$ cat src/rtl/dmux_stream.sv
`default_nettype none
// ----------------------------------------------------------------------------
// dmux_stream : registered 1-to-N valid/ready demux with optional broadcast
// Revision    : 1.0
// ----------------------------------------------------------------------------
module dmux_stream #(
   parameter int WIDTH        = 16,
   parameter int SEL_WIDTH    = 2,
   parameter int BROADCAST_EN = 1
) (
   input  logic                      clk,
   input  logic                      rst,
   input  logic                      in_valid,
   output logic                      in_ready,
   input  logic [WIDTH-1:0]          in_data,
   input  logic [SEL_WIDTH-1:0]      in_sel,
   input  logic                      in_bcast,
   output logic [(2**SEL_WIDTH)-1:0] out_valid,
   input  logic [(2**SEL_WIDTH)-1:0] out_ready,
   output logic [WIDTH-1:0]          out_data,
   output logic                      busy
);

   localparam int NUM_OUT = 2**SEL_WIDTH;
   localparam logic [NUM_OUT-1:0] ONE_LSB = {{(NUM_OUT-1){1'b0}}, 1'b1};

   logic                 full_q, full_d;
   logic [WIDTH-1:0]     data_q, data_d;
   logic [NUM_OUT-1:0]   pend_mask_q, pend_mask_d;

   logic [NUM_OUT-1:0]   fire;
   logic [NUM_OUT-1:0]   dest_mask;
   logic                 retire;
   logic                 accept;
   logic                 bcast;

   // With broadcast disabled the request is tied off so the all-ones path folds away.
   generate
      if (BROADCAST_EN != 0) begin : g_bcast
         assign bcast = in_bcast;
      end else begin : g_no_bcast
         assign bcast = in_bcast & 1'b0;
      end
   endgenerate

   assign out_valid = full_q ? pend_mask_q : '0;
   assign out_data  = data_q;
   assign busy      = full_q;
   assign fire      = out_valid & out_ready;
   assign retire    = full_q & ((pend_mask_q & ~fire) == '0);
   assign in_ready  = ~full_q | retire;
   assign accept    = in_valid & in_ready;
   assign dest_mask = bcast ? {NUM_OUT{1'b1}} : (ONE_LSB << in_sel);

   always_comb begin
      full_d      = full_q & ~retire;
      data_d      = data_q;
      pend_mask_d = pend_mask_q & ~fire;
      // A new word may overwrite the retiring one in the same cycle, keeping full throughput.
      if (accept) begin
         full_d      = 1'b1;
         data_d      = in_data;
         pend_mask_d = dest_mask;
      end
   end

   always_ff @(posedge clk) begin
      if (rst) begin
         full_q      <= 1'b0;
         data_q      <= '0;
         pend_mask_q <= '0;
      end else begin
         full_q      <= full_d;
         data_q      <= data_d;
         pend_mask_q <= pend_mask_d;
      end
   end

endmodule
`default_nettype wire

$ cat config.mk
export PLATFORM = sky130hd
export DESIGN_NAME = dmux_stream
export DESIGN_NICKNAME = d
export VERILOG_FILES = /design/src/rtl/dmux_stream.sv
export SDC_FILE = /design/constraint.sdc
export NUM_CORES = 1
export LEC_CHECK = 0
export CORE_AREA = 2 2 49 60
export CTS_CLUSTER_DIAMETER = 200
export DETAILED_ROUTE_END_ITERATION = 7
export DIE_AREA = 0 0 51 62
export GPL_TIMING_DRIVEN = 0
export PLACE_DENSITY = 0.88
export SYNTH_ARGS = -nofsm -noshare
export SYNTH_HDL_FRONTEND = slang
export SYNTH_SLANG_ARGS = --single-unit
$ cat constraint.sdc
create_clock -name clk -period 2.58 [get_ports clk]
set_input_delay 0.516 -clock clk [delete_from_list [all_inputs] [get_ports clk]]
set_output_delay 0.516 -clock clk [all_outputs]
set_load 0.05 [all_outputs]
# --- Yosys cells after proc, flatten, opt, wreduce, memory -nomap -nowiden ---
# Index checks and enable logic that the tools add are counted.
# Widths: inputs -> output; s select.
totals:
  regBits: 21
  input_bits: 26
  elab_cells: 18
classes:
  n_reduce_logical: 1
  muxes: 4
  n_shift: 1
  bitwise_logic: 9
op_table:
  columns: ["operator", "n"]
  rows:
  - ["$mux 4", 3]
  - ["$and 4x4->4", 2]
  - ["$logic_not 4->1", 1]
  - ["$not 4->4", 1]
  - ["$shl 1x2->4 const A", 1]
  - ["$and 1x1->1", 3]
  - ["$not 1->1", 2]
  - ["$mux 1", 1]
  - ["$or 1x1->1", 1]

# --- Depth between registers and ports, before layout ---
depth:
  word_depth: 9
  depth_mapped: 7
  ltp_nobuf: 4

# --- Worst setup path after synthesis ---
# Ideal clock, no wire load.
synth_timing:
  path_kind: "register to output"
  start: "register full_q (netlist: busy)"
  end: "output port in_ready"
  t_arrival_ns: 1.506
  stages_incl_launch_ff: 6
  path_slack_ns: 0.558
  cell_sequence: "dfxtp_1 -> buf_2 -> inv_1 -> a41o_1 -> buf_6 -> buf_2"
synth_between:
  elab_chain_len: 7
  word_cells_on_any_way: 8
  cone_classes: "1 x mux; 6 x bitwise; 1 x reduce/logical"
synth_rtl:
  columns: ["item", "line", "source"]
  rows:
  - ["start: declaration", "27", "logic full_q, full_d;"]
  - ["start signal: assignment", "73", "full_q <= full_d;"]
  - ["$mux 4", "46", "assign out_valid = full_q ? pend_mask_q : '0;"]
  - ["$and 4x4->4", "49", "assign fire = out_valid & out_ready;"]
  - ["$not 4->4", "50", "assign retire = full_q & ((pend_mask_q & ~fire) == '0);"]
  - ["$and 4x4->4", "50", null]
  - ["$logic_not 4->1", "50", null]
  - ["$and 1x1->1", "50", null]
  - ["$or 1x1->1 *", "51", "assign in_ready = ~full_q | retire;"]
  - ["end: declaration", "14", "output logic in_ready,"]
# Every way passes the cells marked *; elsewhere a longest branch is shown, timed or not.

# --- Final worst setup path ---
layout_timing:
  start: "input port out_ready[1]"
  end: "output port in_ready"
layout_between:
  elab_chain_len: 6
layout_rtl:
  columns: ["item", "line", "source"]
  rows:
  - ["start: declaration", "19", "input logic [(2**SEL_WIDTH)-1:0] out_ready,"]
  - ["$and 4x4->4", "49", null]
  - ["$not 4->4", "50", null]
  - ["$and 4x4->4", "50", null]
  - ["$logic_not 4->1", "50", null]
  - ["$and 1x1->1", "50", null]
  - ["$or 1x1->1", "51", null]
# Every way passes these cells.

==> flow_metrics.env <==
export IMPL_crit_path_start_kind="primary input"
export IMPL_fin_nets=200
export IMPL_drv_slew=0
export IMPL_num_antenna_cells=0
export IMPL_syn_area_um2=1100
export IMPL_hold_violations=0
export IMPL_grt_ovfl_total=0
export IMPL_tightest_slew_ps=699
export IMPL_drive_gt1_share_pct=16.2
export IMPL_ys_seq_area_share_pct=38.1
export IMPL_cts_tree="built"
export IMPL_dieWidth_um=51
export IMPL_crit_reg2reg_capture="out_data[13]"
export IMPL_synth_simple_area_share_pct=19.5
export IMPL_worstRegToRegCells=7
export IMPL_endpoint_kind="output pin"
export IMPL_status="complete, no violations"
export IMPL_setup_slack_ps=82.0
export IMPL_synth_xor_area_share_pct=0
export IMPL_path_buf_inv=4
export IMPL_grt_pass1_vias=1122
export IMPL_post_place_ws_ps=-483
export IMPL_fp_coreArea_um2=2650
export IMPL_drc=0
export IMPL_yosys_warnings=0
export IMPL_port_buffers=47
export IMPL_grt_max_degree=13
export IMPL_area_growth_synth_to_final_pct=48.8
export IMPL_yosysTopAreaCell="dfxtp_1"
export IMPL_hold_end="pend_mask_q[1]"
export IMPL_p_sw_share_pct=34.5
export IMPL_clkPwrFrac_pct=19.1
export IMPL_multi_input_comb_area_um2=599
export IMPL_path_class="primary input to output pin"
export IMPL_netlist_area_leader_share_pct=38.1
export IMPL_synth_top_family_by_area="compound AO/OA/AOI/OAI gates"
export IMPL_grt_pass1_wl_um=4670
export IMPL_drt_wl_total_um=2920
export IMPL_die_area_um2=3160
export IMPL_switching_power_w=0.000281
export IMPL_p_int_w=0.000534
export IMPL_crit_family="buffers and inverters"
export IMPL_fin_util_pct=61.8
export IMPL_max_stage_delay_ps=480
export IMPL_hp_start="pend_mask_q[1]"
export IMPL_fin_crit_ps=2500
export IMPL_seqPwrFrac_pct=44.9
export IMPL_initial_core_util_pct=41.5
export IMPL_fin_crit_sh_pct=96.8
export IMPL_hpwl_um=2230
export IMPL_path_cells="clkdlybuf4s50_1 > nand2b_1 > a41o_1 > buf_6 > buf_2 > buf_4"
export IMPL_setup_viol=0
export IMPL_synthesis_nets=148
export IMPL_clock_sinks=21
export IMPL_hold_depth=2
export IMPL_rows=21
export IMPL_r2r_start="busy"
export IMPL_avgSynthCellArea_um2=9.04
export IMPL_rrSetupSlack_ps=1040
export IMPL_hold_worst_slack_ps=567
export IMPL_hold_buffers=0
export IMPL_ys_top_cells_by_area="dfxtp_1 (38%), a21bo_1 (11%), a21oi_2 (9.5%), nand3_1 (7.3%), a21oi_1 (4.1%)"
export IMPL_tns_ps=0
export IMPL_drt_iter0_drc=18
export IMPL_worstPathMaxFanout=10
export IMPL_maxCapViolations=0
export IMPL_clk_pin_slew_ps=120
export IMPL_globalRouteTotalUtil_pct=19.2
export IMPL_n_fill_cell=226
export IMPL_cts_made_buffers=3
export IMPL_dr_pass1_iters=4
export IMPL_critPathSlowestCell="clkdlybuf4s50_1"
export IMPL_netlist_cell_type_count=26
export IMPL_final_antenna_net_count=0
export IMPL_leakagePower_nw=0.601
export IMPL_synthCells=122
export IMPL_crit_arrival_ps=1980
export IMPL_vias=1109
export IMPL_synth_compound_area_share_pct=34.8
export IMPL_layout_common_cells="clkdlybuf4s50_1 (46), dfxtp_1 (21), nand3_1 (16)"
export IMPL_power_density_nw_per_um2=496
export IMPL_root_buffer="clkbuf_4"
export IMPL_pwr_share_comb_pct=36.0
export IMPL_synth_seq_cells=21
export IMPL_max_slew_margin_pct=53.4
export IMPL_seqCellArea_um2=420
export IMPL_fin_skew_ps=9.18
export IMPL_htree_levels=1
export IMPL_synthAdderAreaFrac_pct=0
export IMPL_vias_per_cell=5.36
export IMPL_routabilityCongestion=0.832
export IMPL_min_delay_path_class="register to register"
export IMPL_cp_required_ps=2060
export IMPL_rsz0062_at_grt="false"
export IMPL_muxShareOfSynthArea_pct=0
export IMPL_final_common_cell="clkdlybuf4s50_1"
export IMPL_ir_worst_vdd_mv=0.338
export IMPL_insertion_delay_ps=300
export IMPL_max_clock_freq_mhz=400
export IMPL_wl_per_cell_um=14.1
export IMPL_ios=48
export IMPL_die_y_um=62
export IMPL_antenna_found_initial=0
export IMPL_clockBufferDepth=2
export IMPL_cts_setup_buffers=0
==> through the flow <==
step | instance area [µm²] | instances | total power [W]
finish | 1640 | 207 | 0.000814
global route | 1640 | 207 | 0.000858
CTS | 1640 | 207 | 0.000818
detailed placement | 1620 | 203 | 0.000665
global placement | 1620 | 203 | 0.000657
floorplan | 1100 | 122 | 0.000556
==> cells in the mapped netlist <==
| master | number |
|---|---|
| buf_8 | 2 |
| o32ai_1 | 1 |
| a21bo_2 | 4 |
| nand2b_2 | 1 |
| a21oi_2 | 12 |
| inv_1 | 2 |
| clkbuf_1 | 2 |
| o21ai_0 | 4 |
| nand2_1 | 3 |
| a21bo_1 | 12 |
| a41o_1 | 1 |
| a21oi_1 | 9 |
| and2_1 | 5 |
| buf_1 | 3 |
| buf_6 | 1 |
| a31oi_1 | 1 |
| dfxtp_1 | 21 |
| nand4_1 | 2 |
| nor2b_1 | 4 |
| nor3_1 | 1 |
| buf_2 | 3 |
| nand2b_1 | 3 |
| o32a_1 | 2 |
| nand3_1 | 16 |
| a221oi_1 | 1 |
| nor2_1 | 6 |
==> power by group through the flow <==
| stage | Combinational (W) | Sequential, W | Clock, W |
|---|---|---|---|
| 5_1_grt | 0.000311 | 0.000369 | 0.000178 |
| 4_1_cts | 0.000293 | 0.000365 | 0.000159 |
| 6_report | 0.000293 | 0.000366 | 0.000155 |
| 3_3_place_gp | 0.000286 | 0.000371 | 0 |
| 2_1_floorplan | 0.000126 | 0.000430 | 0 |
| 3_5_place_dp | 0.000292 | 0.000372 | 0 |
==> worst max-delay path by stage <==
stage / from / endpoint / slack [ps] / depth (start not counted)
6_report: out_ready[1] / in_ready / 80 / 6
5_1_grt: out_ready[1] / in_ready / 30 / 6
4_1_cts: out_ready[1] / in_ready / 40 / 6
3_5_place_dp: out_ready[1] / in_ready / -480 / 6
3_3_place_gp: out_ready[1] / in_ready / -460 / 6
2_1_floorplan: busy / in_ready / 560 / 5
==> cell families after synthesis <==
kind of cell	Yosys count
simple gates	41
flops	21
compound gates	47
buf+inv	13
==> metal layers <==
layer  wire [µm]  vias to the layer above  GRT usage (%)
met1        1220                      517           21.3
met3         238                        2           4.31
li1            -                      539              -
met4          10                        0           5.02
met5           0                        -              0
met2        1460                       51           36.9
==> final cells by class <==
cell class / count / share of cell area (%)
Multi-Input combinational cell: 88 / 36.5
Timing Repair Buffer: 47 / 28.5
Sequential cell: 21 / 25.6
Buffer: 11 / 4.58
Tap cell: 34 / 2.59
Clock buffer: 3 / 1.37
Inverter: 2 / 0.458
Clock inverter: 1 / 0.305
==> worst reg2reg max path: stages, from the launching register on <==
cell	delay [ps]
dfxtp_1	350
buf_2	190
inv_1	100
a41o_1	230
buf_6	140
buf_8	140
a21bo_1	210
a21oi_2	120
==> flip-flops by register name, summed over array words and instances (netlist names) <==
| name | flops |
|---|---|
| busy | 1 |
| out_data | 16 |
| pend_mask_q | 4 |
==> what timing repair did <==
action	CTS	global route
pin swaps	0	0
resized for setup	5	2
endpoints found under the setup margin	1	1
Note: power is estimated with default switching activity, not from simulation.
